$ cat src/rtl/wb_host_master.sv
`default_nettype none
// ============================================================================
// Module   : wb_host_master
// Brief    : Single-word host command to pipelined Wishbone cycle, with
//            timeout and retry limits, returning status and read data.
// Revision : 1.0
// ============================================================================
module wb_host_master #(
    parameter int ADDR_WIDTH = 4,
    parameter int TIMEOUT    = 255,
    parameter int RETRIES    = 3
) (
    input  logic                  clk_i,
    input  logic                  rst_n_i,
    input  logic                  host_req_i,
    input  logic                  host_we_i,
    input  logic [ADDR_WIDTH-1:0] host_adr_i,
    input  logic [3:0]            host_sel_i,
    input  logic [31:0]           host_dat_i,
    output logic                  host_busy_o,
    output logic                  host_done_o,
    output logic [1:0]            host_status_o,
    output logic [31:0]           host_dat_o,
    output logic                  wb_cyc_o,
    output logic                  wb_stb_o,
    output logic                  wb_we_o,
    output logic [ADDR_WIDTH-1:0] wb_adr_o,
    output logic [3:0]            wb_sel_o,
    output logic [31:0]           wb_dat_o,
    input  logic                  wb_ack_i,
    input  logic                  wb_err_i,
    input  logic                  wb_rty_i,
    input  logic                  wb_stall_i,
    input  logic [31:0]           wb_dat_i
);

    localparam logic [1:0] c_IDLE    = 2'd0;
    localparam logic [1:0] c_REQ     = 2'd1;
    localparam logic [1:0] c_WAIT    = 2'd2;
    localparam logic [1:0] c_BACKOFF = 2'd3;

    localparam logic [1:0] c_ST_OK  = 2'b00;
    localparam logic [1:0] c_ST_ERR = 2'b01;
    localparam logic [1:0] c_ST_TMO = 2'b10;
    localparam logic [1:0] c_ST_RTY = 2'b11;

    // Counter holds the number of cycles already spent, so the TIMEOUT-th cycle sees TIMEOUT-1.
    localparam logic [15:0] c_TMO_LAST = 16'(TIMEOUT - 1);
    localparam logic [3:0]  c_RTY_MAX  = 4'(RETRIES);

    logic [1:0]            r_state;
    logic [1:0]            w_next;
    logic [1:0]            w_status;
    logic [15:0]           r_tmo;
    logic [3:0]            r_rty;
    logic                  r_we;
    logic [ADDR_WIDTH-1:0] r_adr;
    logic [3:0]            r_sel;
    logic [31:0]           r_wdat;
    logic                  r_done;
    logic [1:0]            r_status;
    logic [31:0]           r_rdat;
    logic                  w_active;
    logic                  w_timeout;
    logic                  w_rty_ok;
    logic                  w_cmd_done;
    logic                  w_rd_ok;
    logic                  w_cyc;
    logic                  w_stb;
    logic                  w_busy;

    assign w_active   = (r_state == c_REQ) || (r_state == c_WAIT);
    assign w_timeout  = (r_tmo == c_TMO_LAST);
    assign w_rty_ok   = (r_rty < c_RTY_MAX);
    assign w_cmd_done = (r_state != c_IDLE) && (w_next == c_IDLE);
    assign w_rd_ok    = w_active && wb_ack_i && !wb_err_i && !wb_rty_i && !r_we;

    always_ff @(posedge clk_i or negedge rst_n_i) begin
        if (!rst_n_i) begin
            r_state <= c_IDLE;
        end else begin
            r_state <= w_next;
        end
    end

    // Responses outrank both the timeout and the stall decision.
    always_comb begin
        w_next   = r_state;
        w_status = c_ST_OK;
        case (r_state)
            c_IDLE: begin
                if (host_req_i) w_next = c_REQ;
            end
            c_REQ, c_WAIT: begin
                if (wb_err_i) begin
                    w_next   = c_IDLE;
                    w_status = c_ST_ERR;
                end else if (wb_rty_i) begin
                    if (w_rty_ok) begin
                        w_next = c_BACKOFF;
                    end else begin
                        w_next   = c_IDLE;
                        w_status = c_ST_RTY;
                    end
                end else if (wb_ack_i) begin
                    w_next = c_IDLE;
                end else if (w_timeout) begin
                    w_next   = c_IDLE;
                    w_status = c_ST_TMO;
                end else if ((r_state == c_REQ) && !wb_stall_i) begin
                    w_next = c_WAIT;
                end
            end
            default: begin
                if (w_timeout) begin
                    w_next   = c_IDLE;
                    w_status = c_ST_TMO;
                end else begin
                    w_next = c_REQ;
                end
            end
        endcase
    end

    always_comb begin
        w_cyc  = w_active;
        w_stb  = (r_state == c_REQ);
        w_busy = (r_state != c_IDLE);
    end

    always_ff @(posedge clk_i or negedge rst_n_i) begin
        if (!rst_n_i) begin
            r_tmo    <= '0;
            r_rty    <= '0;
            r_we     <= 1'b0;
            r_adr    <= '0;
            r_sel    <= '0;
            r_wdat   <= '0;
            r_done   <= 1'b0;
            r_status <= c_ST_OK;
            r_rdat   <= '0;
        end else begin
            r_done <= w_cmd_done;
            if (w_cmd_done) r_status <= w_status;
            if (w_rd_ok)    r_rdat   <= wb_dat_i;
            if (r_state == c_IDLE) begin
                if (host_req_i) begin
                    r_we   <= host_we_i;
                    r_adr  <= host_adr_i;
                    r_sel  <= host_sel_i;
                    r_wdat <= host_dat_i;
                    r_tmo  <= '0;
                    r_rty  <= '0;
                end
            end else begin
                if (r_tmo != c_TMO_LAST) r_tmo <= r_tmo + 16'd1;
                if (w_active && !wb_err_i && wb_rty_i && w_rty_ok) r_rty <= r_rty + 4'd1;
            end
        end
    end

    assign host_busy_o   = w_busy;
    assign host_done_o   = r_done;
    assign host_status_o = r_status;
    assign host_dat_o    = r_rdat;
    assign wb_cyc_o      = w_cyc;
    assign wb_stb_o      = w_stb;
    assign wb_we_o       = r_we;
    assign wb_adr_o      = r_adr;
    assign wb_sel_o      = r_sel;
    assign wb_dat_o      = r_wdat;

endmodule
`default_nettype wire

$ cat config.mk
export PLATFORM = sky130hd
export DESIGN_NAME = wb_host_master
export DESIGN_NICKNAME = d
export VERILOG_FILES = /design/src/rtl/wb_host_master.sv
export SDC_FILE = /design/constraint.sdc
export NUM_CORES = 1
export LEC_CHECK = 0
export ABC_AREA = 1
export BUFFER_PORTS_ARGS = -buffer_cell sky130_fd_sc_hd__buf_4
export CAP_MARGIN = 40
export CELL_PAD_IN_SITES_DETAIL_PLACEMENT = 1
export CELL_PAD_IN_SITES_GLOBAL_PLACEMENT = 2
export CORE_UTILIZATION = 31
export DETAILED_ROUTE_END_ITERATION = 8
export GPL_ROUTABILITY_DRIVEN = 0
export PLACE_DENSITY_LB_ADDON = 0.1
export SYNTH_ARGS = -nofsm -noshare
export SYNTH_HDL_FRONTEND = slang
export SYNTH_SLANG_ARGS = --single-unit
$ cat constraint.sdc
create_clock -name clk_i -period 2.6 [get_ports clk_i]
set_input_delay 0.39 -clock clk_i [delete_from_list [all_inputs] [get_ports clk_i]]
set_output_delay 0.39 -clock clk_i [all_outputs]
set_load 0.02 [all_outputs]
==> flow_summary.json, run 1 <==
{
  "total_leakage_power_nw": 3.13,
  "antenna_found_initial": 0,
  "yosys.area_share.adder_pct": 1.77,
  "synth_compound_area_share_pct": 4.21,
  "synth_top_family_by_area": "simple AND/OR/NAND/NOR gates",
  "finalClockSkew_ps": 5.89,
  "cp_max_fo": 4,
  "tns_ps": 0,
  "initial_core_util_pct": 31.9,
  "pwr_density_cell_nw_per_um2": 1200,
  "synth-seq-area-share_pct": 57.8,
  "max_freq_mhz": 514,
  "dr_total_vias": 3477,
  "dpl-instance-area_um2": 5640,
  "yosys.area.top_type": "dfrtp_1",
  "avgSynthCellArea_um2": 9.83,
  "clockRootBuffer": "clkbuf_16",
  "ys_types": 36,
  "clkTransAtPathRegs_ps": 70,
  "critPathSlowestCell": "dfrtp_1",
  "cts_tree": "done",
  "grt_use_total_pct": 17.4,
  "synth_seq_cells": 98,
  "dr.pass1.iters": 4,
  "status": "complete, no violations",
  "worst_skew_pair.late_latency_ps": 350,
  "syn-cell-area_um2": 4250,
  "drt_wl_total_um": 11500,
  "slew_violations": 0,
  "crit_path_start_kind": "flop",
  "layout_min_cycle_time_ps": 1940,
  "critical_path_required_ps": 2840,
  "fin_nets": 679,
  "cp_slowest_stage_delay_ps": 400,
  "fp.dieW_um": 119,
  "slew_headroom_pct": 57.1,
  "fp-row-count": 42,
  "gr-total-overflow": 0,
  "synthTopCellsByCount": "nand2_1 (159), dfrtp_1 (98), mux2_2 (32)",
  "rsz0062_at_grt": "no",
  "crit_type": "reg -> reg",
  "grt_pass1_vias": 3815,
  "syn_inst": 432,
  "die_height_um": 119,
  "clock_path_buffers": 2,
  "diodes": 0,
  "crit_chain": "inv_1, ha_1, inv_1, nor2_1, inv_1, nor2_1, nand2_1, nand2_1, nand2_2, nand3_1, nand2_1",
  "cts_hold_buf": 0,
  "wire_per_inst_um": 14.9,
  "utilization_pct": 44.9,
  "cap_violations": 0,
  "ys_warn_count": 0,
  "synth_area_leaders": "dfrtp_1 (58%), nand2_1 (14%), mux2_2 (8.5%), inv_1 (2.2%), ha_1 (1.8%)",
  "port_buffers": 158,
  "path_delay_family": "simple AND/OR/NAND/NOR gates",
  "hold_viol": 0,
  "cts.sinks": 98,
  "viasPerCell": 4.49,
  "cts_buffers": 9,
  "finalCritPeriodShare_pct": 74.8,
  "final_area_um2": 5970,
  "drtIter0Drc": 90,
  "synth_async_sr_flop_share_pct": 100,
  "worst_pin_slew_ps": 644,
  "drc": 0,
  "cp.arrival_ps": 2190,
  "dieArea_um2": 14200,
  "hold_path.class": "in -> async",
  "ant_nets": 0,
  "syn2layout_area_growth_pct": 40.6,
  "grt_first_pass_wirelength_um": 19200,
  "place_ws_ps": 667,
  "synth_edf_count": 0,
  "cp_num_buf_inv": 3,
  "finalSetupViolCount": 0,
  "synth.most_common_cell": "nand2_1",
  "synth.mux.area_fraction_pct": 8.96,
  "synth_xor_area_share_pct": 0.206,
  "synth-main-ff-cell": "dfrtp_1",
  "io_pins": 159,
  "yosysTopAreaCellShare_pct": 57.8,
  "cts_resized": 0,
  "htreeDepth": 3,
  "ir_drop_uv": 461,
  "syn_nets": 518,
  "cp-end-kind": "flop",
  "postCtsSetupBuffers": 0,
  "yosys.area_share.simple_pct": 22.8,
  "drive_gt1_share_pct": 40.1,
  "grt_max_degree": 51,
  "core_region_area_um2": 13300,
  "hpwl_um": 8390,
  "fin_ws_ps": 656
}
registers in the layout (all words and copies together), names as in the netlist:
name / flops
wb_we_o: 1
host_dat_o: 32
r_tmo: 16
r_state: 2
host_status_o: 2
wb_dat_o: 32
wb_sel_o: 4
host_done_o: 1
r_rty: 4
wb_adr_o: 4
layout by cell type (no fill, tap or decap), types with 2 or more instances in the layout:
| cell | count |
|---|---|
| buf_4 | 162 |
| nand2_1 | 158 |
| dfrtp_1 | 98 |
| mux2_2 | 32 |
| inv_1 | 25 |
| nor2_1 | 20 |
| o21ai_0 | 12 |
| nand2_2 | 10 |
| nand3_1 | 10 |
| clkbuf_16 | 9 |
| a21oi_1 | 7 |
| ha_1 | 6 |
| inv_2 | 5 |
| nor3_1 | 5 |
| nor2_2 | 3 |
| nor2_4 | 3 |
| nand2_4 | 3 |
| o21ai_1 | 2 |
| nor3_2 | 2 |
| mux2i_1 | 2 |
| o21a_1 | 2 |
| nand4_1 | 2 |
| bufinv_16 | 2 |
| clkbuf_8 | 2 |
power breakdown:
group	total (W)	switching [W]	internal, W	leakage, nW
sequential	0.00255	0.000386	0.00216	1.23
clock	0.00148	0.000582	0.000897	0.163
combinational	0.00316	0.00183	0.00134	1.74
routing by layer:
metal  share of wire, %  wire length, um  vias to the layer above  track usage (%)
li1                   -                -                     1688                -
met1                 42             4840                     1697             21.0
met2                 49             5700                       79             28.3
met3                6.9              800                       13             5.94
met4                1.6              189                        0             7.36
met5                  0                0                        -                0
final cells by class:
type                       count  area, um^2
multi-input combinational    290        1610
sequential                    98        2450
timing repair buffer         163        1240
inverter                      31         116
tap                          176         220
clock inverter                 4        73.8
clock buffer                  12         256
fill                        1544        7330
path summary, 6_finish.rpt:
| check | startpoint | to | slack (ps) | depth (start not counted) |
|---|---|---|---|---|
| setup / recovery | r_state[0]$_DFF_PN0_ | host_status_o[1]$_DFFE_PN0P_ | 660 | 11 |
| hold / removal | rst_n_i | r_tmo[4]$_DFFE_PN0P_ | 70 | 1 |
| setup reg to reg | r_state[0]$_DFF_PN0_ | host_status_o[1]$_DFFE_PN0P_ | 660 | 11 |
| hold reg to reg | r_tmo[7]$_DFFE_PN0P_ | r_tmo[7]$_DFFE_PN0P_ | 470 | 1 |
| max in group asynchronous | rst_n_i | wb_dat_o[5]$_DFFE_PN0P_ | 1830 | 2 |
| min in group clk_i | host_adr_i[1] | wb_adr_o[1]$_DFFE_PN0P_ | 230 | 3 |
stage by stage:
stage,instances,hold slack (ps),power [W]
6_report,774,68.3,0.00719
3_3_place_gp,758,458,0.00570
2_1_floorplan,432,94.4,0.00435
3_5_place_dp,758,467,0.00579
5_1_grt,774,104,0.00767
4_1_cts,774,84.2,0.00732
logic make-up after synthesis:
family | after synthesis
flip-flops | 98
buffers and inverters | 44
adder cells (fa/ha/maj) | 6
XOR/XNOR | 1
multiplexers | 34
AO/OA/AOI/OAI | 29
AND/OR/NAND/NOR | 220
worst register-to-register path, cell delays in order, from the launching register on:
cell and delay (ps):
dfrtp_1 400, inv_1 80, ha_1 330, inv_1 70, nor2_1 190, inv_1 90
nor2_1 290, nand2_1 100, nand2_1 80, nand2_2 70, nand3_1 90, nand2_1 50
(Power assumes the default switching activity.)
==> run 2, diff against run 1 <==
CORE_UTILIZATION = 29   (was 31)
clock period = 1.95 ns   (was 2.6 ns; I/O delays follow)
==> run 2 against run 1 <==
Global-route usage down 1.0 points. Clock power up 11%. Non-clock buffer count up 3. Core utilization down 2.6 points. First-iteration DRC count up 16%. Register-to-register slack worse by 490 ps. Highest routed layer unchanged. The run now ends with hold timing left.
==> flow_summary.json, run 2 (synthesized netlist as in run 1, its figures left out) <==
{
  "rsz0062_at_grt": "no",
  "cts.sinks": 98,
  "layout_min_cycle_time_ps": 1780,
  "gr-total-overflow": 0,
  "wire_per_inst_um": 14.7,
  "dr_total_vias": 3449,
  "grt_pass1_vias": 3694,
  "path_delay_family": "buffers and inverters",
  "hold_path.class": "in -> async",
  "dp_cells": 764,
  "cap_violations": 0,
  "htreeDepth": 3,
  "p_int_w": 0.00559,
  "max_freq_mhz": 561,
  "diodes": 0,
  "grt_first_pass_wirelength_um": 18900,
  "fillers": 1639,
  "pwr_density_cell_nw_per_um2": 1570,
  "drt_wl_total_um": 11500,
  "grt_use_total_pct": 16.4,
  "drtIter0Drc": 104,
  "violations": "hold timing",
  "initial_core_util_pct": 30.1,
  "instances_no_fill": 781,
  "tns_ps": 0,
  "cts_buffers": 9,
  "finalClockSkew_ps": 8.23,
  "viasPerCell": 4.42,
  "cp_common_cell": "inv_1",
  "r2r-end": "host_dat_o[25]$_DFFE_PN0P_",
  "clock_path_buffers": 2,
  "cp_max_fo": 5,
  "clockRootBuffer": "clkbuf_16",
  "grt_max_degree": 99,
  "syn2layout_area_growth_pct": 40.5,
  "core_region_area_um2": 14100,
  "crit_type": "reg -> out",
  "r2r_setup_slack_ps": 170,
  "die_height_um": 123,
  "dieArea_um2": 15100,
  "critPathSlowestCell": "dfrtp_1",
  "worst_pin_slew_ps": 622,
  "dr.pass1.iters": 4,
  "slew_violations": 0,
  "r2r-start": "r_state[0]$_DFF_PN0_",
  "hold_viol": 20,
  "cts_tree": "done",
  "finalCritPeriodShare_pct": 91.4,
  "port_buffers": 158,
  "critical_path.startpoint": "r_state[1]$_DFF_PN0_",
  "ff2ff_path_depth": 7,
  "ir_drop_uv": 547,
  "final_common_cell": "buf_4",
  "clockPowerShare_pct": 17.7,
  "hpwl_um": 8240,
  "drc": 0,
  "crit_path_start_kind": "flop",
  "total_leakage_power_nw": 3.13,
  "seq_power_share_pct": 36.2,
  "critical_path_depth": 4,
  "cp_slowest_stage_delay_ps": 400,
  "power_frac_comb_pct": 46.1,
  "antenna_found_initial": 0,
  "ant_nets": 0,
  "worst_skew_pair.late_latency_ps": 350,
  "drive_gt1_share_pct": 40.6,
  "clkTransAtPathRegs_ps": 70,
  "cp-endpoint": "host_busy_o",
  "slew_headroom_pct": 58.6,
  "critical_path_required_ps": 1660,
  "final_cell_mix": "buf_4 (162), nand2_1 (158), dfrtp_1 (98)",
  "p_sw_share_pct": 40.2,
  "io_pins": 159,
  "fp.dieW_um": 123,
  "crit_chain": "inv_1, ha_1, inv_1, buf_4",
  "fp-row-count": 43,
  "cp-end-kind": "output port",
  "status": "finished, violations left",
  "hold_slack_ps": -65.2,
  "cp_num_buf_inv": 3,
  "cp.arrival_ps": 1490,
  "fin_nets": 682,
  "finalSetupViolCount": 0,
  "power.switching_w": 0.00376
}
==> run 2: changes by cell type in the layout (fill, tap and decap cells not counted), sizes merged <==
cell      previous run  this run
bufinv               2         0
clkbuf              12        11
clkinvlp             0         1
buf                163       166
clkinv               3         5
==> run 2: worst min path at each step <==
| stage | end | depth (start not counted) |
|---|---|---|
| after global routing | r_tmo[2]$_DFFE_PN0P_ | 2 |
| after global placement | r_tmo[2]$_DFFE_PN0P_ | 2 |
| after CTS | r_tmo[2]$_DFFE_PN0P_ | 2 |
| after floorplan | host_dat_o[0]$_DFFE_PN0P_ | 0 |
| after detailed placement | r_tmo[2]$_DFFE_PN0P_ | 2 |
| final | r_tmo[2]$_DFFE_PN0P_ | 2 |
==> run 2: power groups by stage <==
stage                     logic (W)  registers (W)  clock network (W)
final                       0.00431        0.00339            0.00165
after global routing        0.00475        0.00351            0.00179
after CTS                   0.00437        0.00340            0.00172
after detailed placement    0.00437        0.00342                  0
after global placement      0.00431        0.00337                  0
after floorplan             0.00151        0.00429                  0
==> run 2: through the flow <==
stage | power [W] | cell area [um^2] | setup slack [ps] | utilization (%) | hold WS [ps]
6_report | 0.00935 | 5960 | 168 | 42.3 | -65.2
5_1_grt | 0.0101 | 5960 | 1.69 | 42.3 | 39.0
4_1_cts | 0.00950 | 5950 | 104 | 42.2 | 27.6
3_5_place_dp | 0.00779 | 5680 | 131 | 40.3 | 407
3_3_place_gp | 0.00768 | 5680 | 175 | 40.3 | 406
2_1_floorplan | 0.00580 | 4250 | 166 | - | -3.09
==> run 2: per-layer routing <==
layer / routed length [um] / track usage, %
met4: 249 / 7.38
met5: 0 / 0
met3: 726 / 4.98
met1: 5080 / 21.2
met2: 5450 / 25.2
==> run 2: timing repair <==
item                                    CTS  global route
endpoints found under the setup margin    0            54
gates resized for setup                   0             3
hold buffers                              0             0
buffers inserted                          0             1
==> run 2: area by class of cell <==
| cell class | count | area [um^2] | area share, % |
|---|---|---|---|
| timing repair buffer | 166 | 1290 | 21.6 |
| clock buffer | 11 | 233 | 3.90 |
| inverter | 31 | 116 | 1.95 |
| sequential | 98 | 2450 | 41.1 |
| clock inverter | 5 | 31.3 | 0.524 |
| tap | 180 | 225 | 3.78 |
| multi-input combinational | 290 | 1620 | 27.1 |
==> run 3, diff against run 2 <==
ABC_AREA = not set   (was 1)
CORE_UTILIZATION = 31   (was 29)
==> run 3 against run 2 <==
The flow now finishes without violations. Via count decreased by 8.1%. Register-to-register slack worse by 160 ps. Non-clock buffer count is 16 higher. Largest cell class unchanged. Largest power group unchanged. Core utilization up 3.4 points. Highest routed layer unchanged. Critical path type is now reg -> reg. Critical path depth increased by 3.
==> flow_summary.json, run 3 <==
{
  "status": "complete, no violations",
  "clockPowerShare_pct": 17.4,
  "htreeDepth": 3,
  "grt_max_degree": 55,
  "dieArea_um2": 14000,
  "dr_total_vias": 3168,
  "cp.arrival_ps": 2200,
  "final_common_cell": "buf_4",
  "dp_cells": 648,
  "diodes": 0,
  "p_sw_share_pct": 37.9,
  "finalSetupViolCount": 0,
  "critPathSlowestCell": "or3b_4",
  "fp-row-count": 42,
  "worst_skew_pair.late_latency_ps": 350,
  "crit_path_start_kind": "flop",
  "fp.dieW_um": 118,
  "seq_power_share_pct": 34.4,
  "core_region_area_um2": 13200,
  "slew_headroom_pct": 75.8,
  "synth-main-ff-cell": "dfrtp_1",
  "port_buffers": 158,
  "ir_drop_uv": 655,
  "syn_nets": 392,
  "cp_slowest_stage_delay_ps": 400,
  "p_int_w": 0.00608,
  "max_freq_mhz": 516,
  "total_leakage_power_nw": 2.94,
  "cap_violations": 0,
  "io_pins": 159,
  "clkTransAtPathRegs_ps": 70,
  "dr.pass1.iters": 4,
  "final_area_um2": 6050,
  "finalClockSkew_ps": 5.79,
  "cp-end-kind": "flop",
  "hold_path.class": "in -> reg",
  "syn2layout_area_growth_pct": 44.2,
  "hold_viol": 0,
  "drt_wl_total_um": 11000,
  "ys_warn_count": 0,
  "clockRootBuffer": "clkbuf_16",
  "crit_chain": "inv_2, ha_4, or3b_4, a2111oi_4, a21oi_2, and3_4, a221oi_2",
  "yosys.area.top_type": "dfrtp_1",
  "instances_no_fill": 666,
  "viasPerCell": 4.76,
  "pwr_density_cell_nw_per_um2": 1620,
  "layout_min_cycle_time_ps": 1940,
  "power.switching_w": 0.00371,
  "drive_gt1_share_pct": 59.2,
  "initial_core_util_pct": 31.7,
  "crit_type": "reg -> reg",
  "slew_violations": 0,
  "yosysTopAreaCellShare_pct": 58.4,
  "finalCritPeriodShare_pct": 99.4,
  "drc": 0,
  "dpl-instance-area_um2": 5750,
  "wire_per_inst_um": 16.5,
  "grt_first_pass_wirelength_um": 18200,
  "fin_nets": 571,
  "grt_pass1_vias": 3510,
  "ys_types": 54,
  "final_cell_mix": "buf_4 (178), dfrtp_1 (98), mux2_2 (73)",
  "synth_edf_count": 0,
  "r2r_setup_slack_ps": 10,
  "synthTopCellsByCount": "dfrtp_1 (98), mux2_2 (73), nand2_1 (17)",
  "grt_use_total_pct": 16.9,
  "hpwl_um": 8100,
  "synth.most_common_cell": "dfrtp_1",
  "ant_nets": 0,
  "cp_max_fo": 4,
  "gr-total-overflow": 0,
  "rsz0062_at_grt": "yes",
  "report.power.total_w": 0.00979,
  "synth_seq_cells": 98,
  "synth_area_leaders": "dfrtp_1 (58%), mux2_2 (20%), mux2i_1 (1.9%), ha_1 (1.8%), nand2_1 (1.5%)",
  "synth_async_sr_flop_share_pct": 100,
  "worst_pin_slew_ps": 362,
  "antenna_found_initial": 0,
  "critical_path_required_ps": 2210,
  "die_height_um": 118,
  "drtIter0Drc": 103,
  "cts.sinks": 98,
  "synth-seq-area-share_pct": 58.4,
  "syn_inst": 306,
  "avgSynthCellArea_um2": 13.7,
  "cts_buffers": 9,
  "power_frac_comb_pct": 48.2,
  "syn-cell-area_um2": 4200,
  "cts_tree": "done",
  "clock_path_buffers": 2
}
run 3: cell count changes in the layout (fill, tap and decap cells not counted), moves of 4 or more:
| cell | previous run | this run |
|---|---|---|
| nand2_1 | 158 | 16 |
| mux2_2 | 32 | 73 |
| buf_4 | 162 | 178 |
| inv_1 | 25 | 9 |
| nand2_2 | 10 | 1 |
| nor2_1 | 18 | 9 |
| mux2i_1 | 2 | 8 |
| nor2_2 | 5 | 0 |
| o21ai_0 | 12 | 8 |
run 3: logic make-up after synthesis:
logic type | Yosys count | share of synthesized area, %
flops | 98 | 58.4
simple gates | 57 | 8.29
mux | 81 | 21.5
xor+xnor | 1 | 0.209
buf+inv | 25 | 2.68
compound gates | 38 | 7.12
fa+ha+maj | 6 | 1.79
run 3: through the flow:
| step | setup TNS (ps) | utilization (%) | hold WS (ps) | setup WS [ps] |
|---|---|---|---|---|
| 2_1_floorplan | -5.02 | - | -3.09 | -5.02 |
| 6_report | 0 | 45.7 | 171 | 11.2 |
| 5_1_grt | -67.4 | 45.7 | 162 | -52.3 |
| 4_1_cts | 0 | 45.6 | 157 | 4.88 |
| 3_5_place_dp | -1.07 | 43.5 | 208 | -1.07 |
| 3_3_place_gp | 0 | 43.5 | 208 | 30.8 |
run 3: area by class of cell:
| type | instances | area, um^2 |
|---|---|---|
| Timing Repair Buffer | 182 | 1410 |
| Fill cell | 1432 | 7190 |
| Inverter | 11 | 41.3 |
| Sequential cell | 98 | 2450 |
| Clock inverter | 7 | 52.6 |
| Multi-Input combinational cell | 183 | 1660 |
| Tap cell | 176 | 220 |
| Clock buffer | 9 | 225 |
run 3: per-layer routing:
| layer | routed length, um | vias up | track usage (%) |
|---|---|---|---|
| met3 | 931 | 10 | 6.66 |
| met5 | 0 | - | 0 |
| met4 | 162 | 0 | 6.73 |
| met1 | 4350 | 1614 | 19.1 |
| met2 | 5570 | 86 | 28.4 |
| li1 | - | 1458 | - |
run 3: worst paths after layout:
path	start	endpoint	cells after the start
worst max-delay path	r_state[1]$_DFF_PN0_	host_status_o[1]$_DFFE_PN0P_	7
worst min-delay path	host_dat_i[20]	wb_dat_o[20]$_DFFE_PN0P_	2
worst max register to register	r_state[1]$_DFF_PN0_	host_status_o[1]$_DFFE_PN0P_	7
worst min register to register	r_tmo[5]$_DFFE_PN0P_	r_tmo[5]$_DFFE_PN0P_	1
max in group asynchronous	rst_n_i	wb_dat_o[5]$_DFFE_PN0P_	3
min in group asynchronous	rst_n_i	r_tmo[9]$_DFFE_PN0P_	2
run 3: critical path: cells and delay by family (launching register included):
family          cells  cell delay, ps
simple gates        2             560
compound gates      3             590
flops               1             360
fa+ha+maj           1             270
buf+inv             1              60
run 3: timing repair:
action	4_1_cts	5_1_grt
setup buffers	0	1
pin swaps	0	3
hold buffers	1	0
hold endpoints to repair	18	0
endpoints found under the setup margin	1	8
gates resized for setup	1	2
run 3: power by group through the flow:
stage / logic, W / registers, W / clock network, W
after floorplan: 0.00165 / 0.00435 / 0
after global routing: 0.00506 / 0.00350 / 0.00183
after CTS: 0.00475 / 0.00338 / 0.00178
after detailed placement: 0.00474 / 0.00340 / 0
final: 0.00472 / 0.00336 / 0.00170
after global placement: 0.00467 / 0.00334 / 0
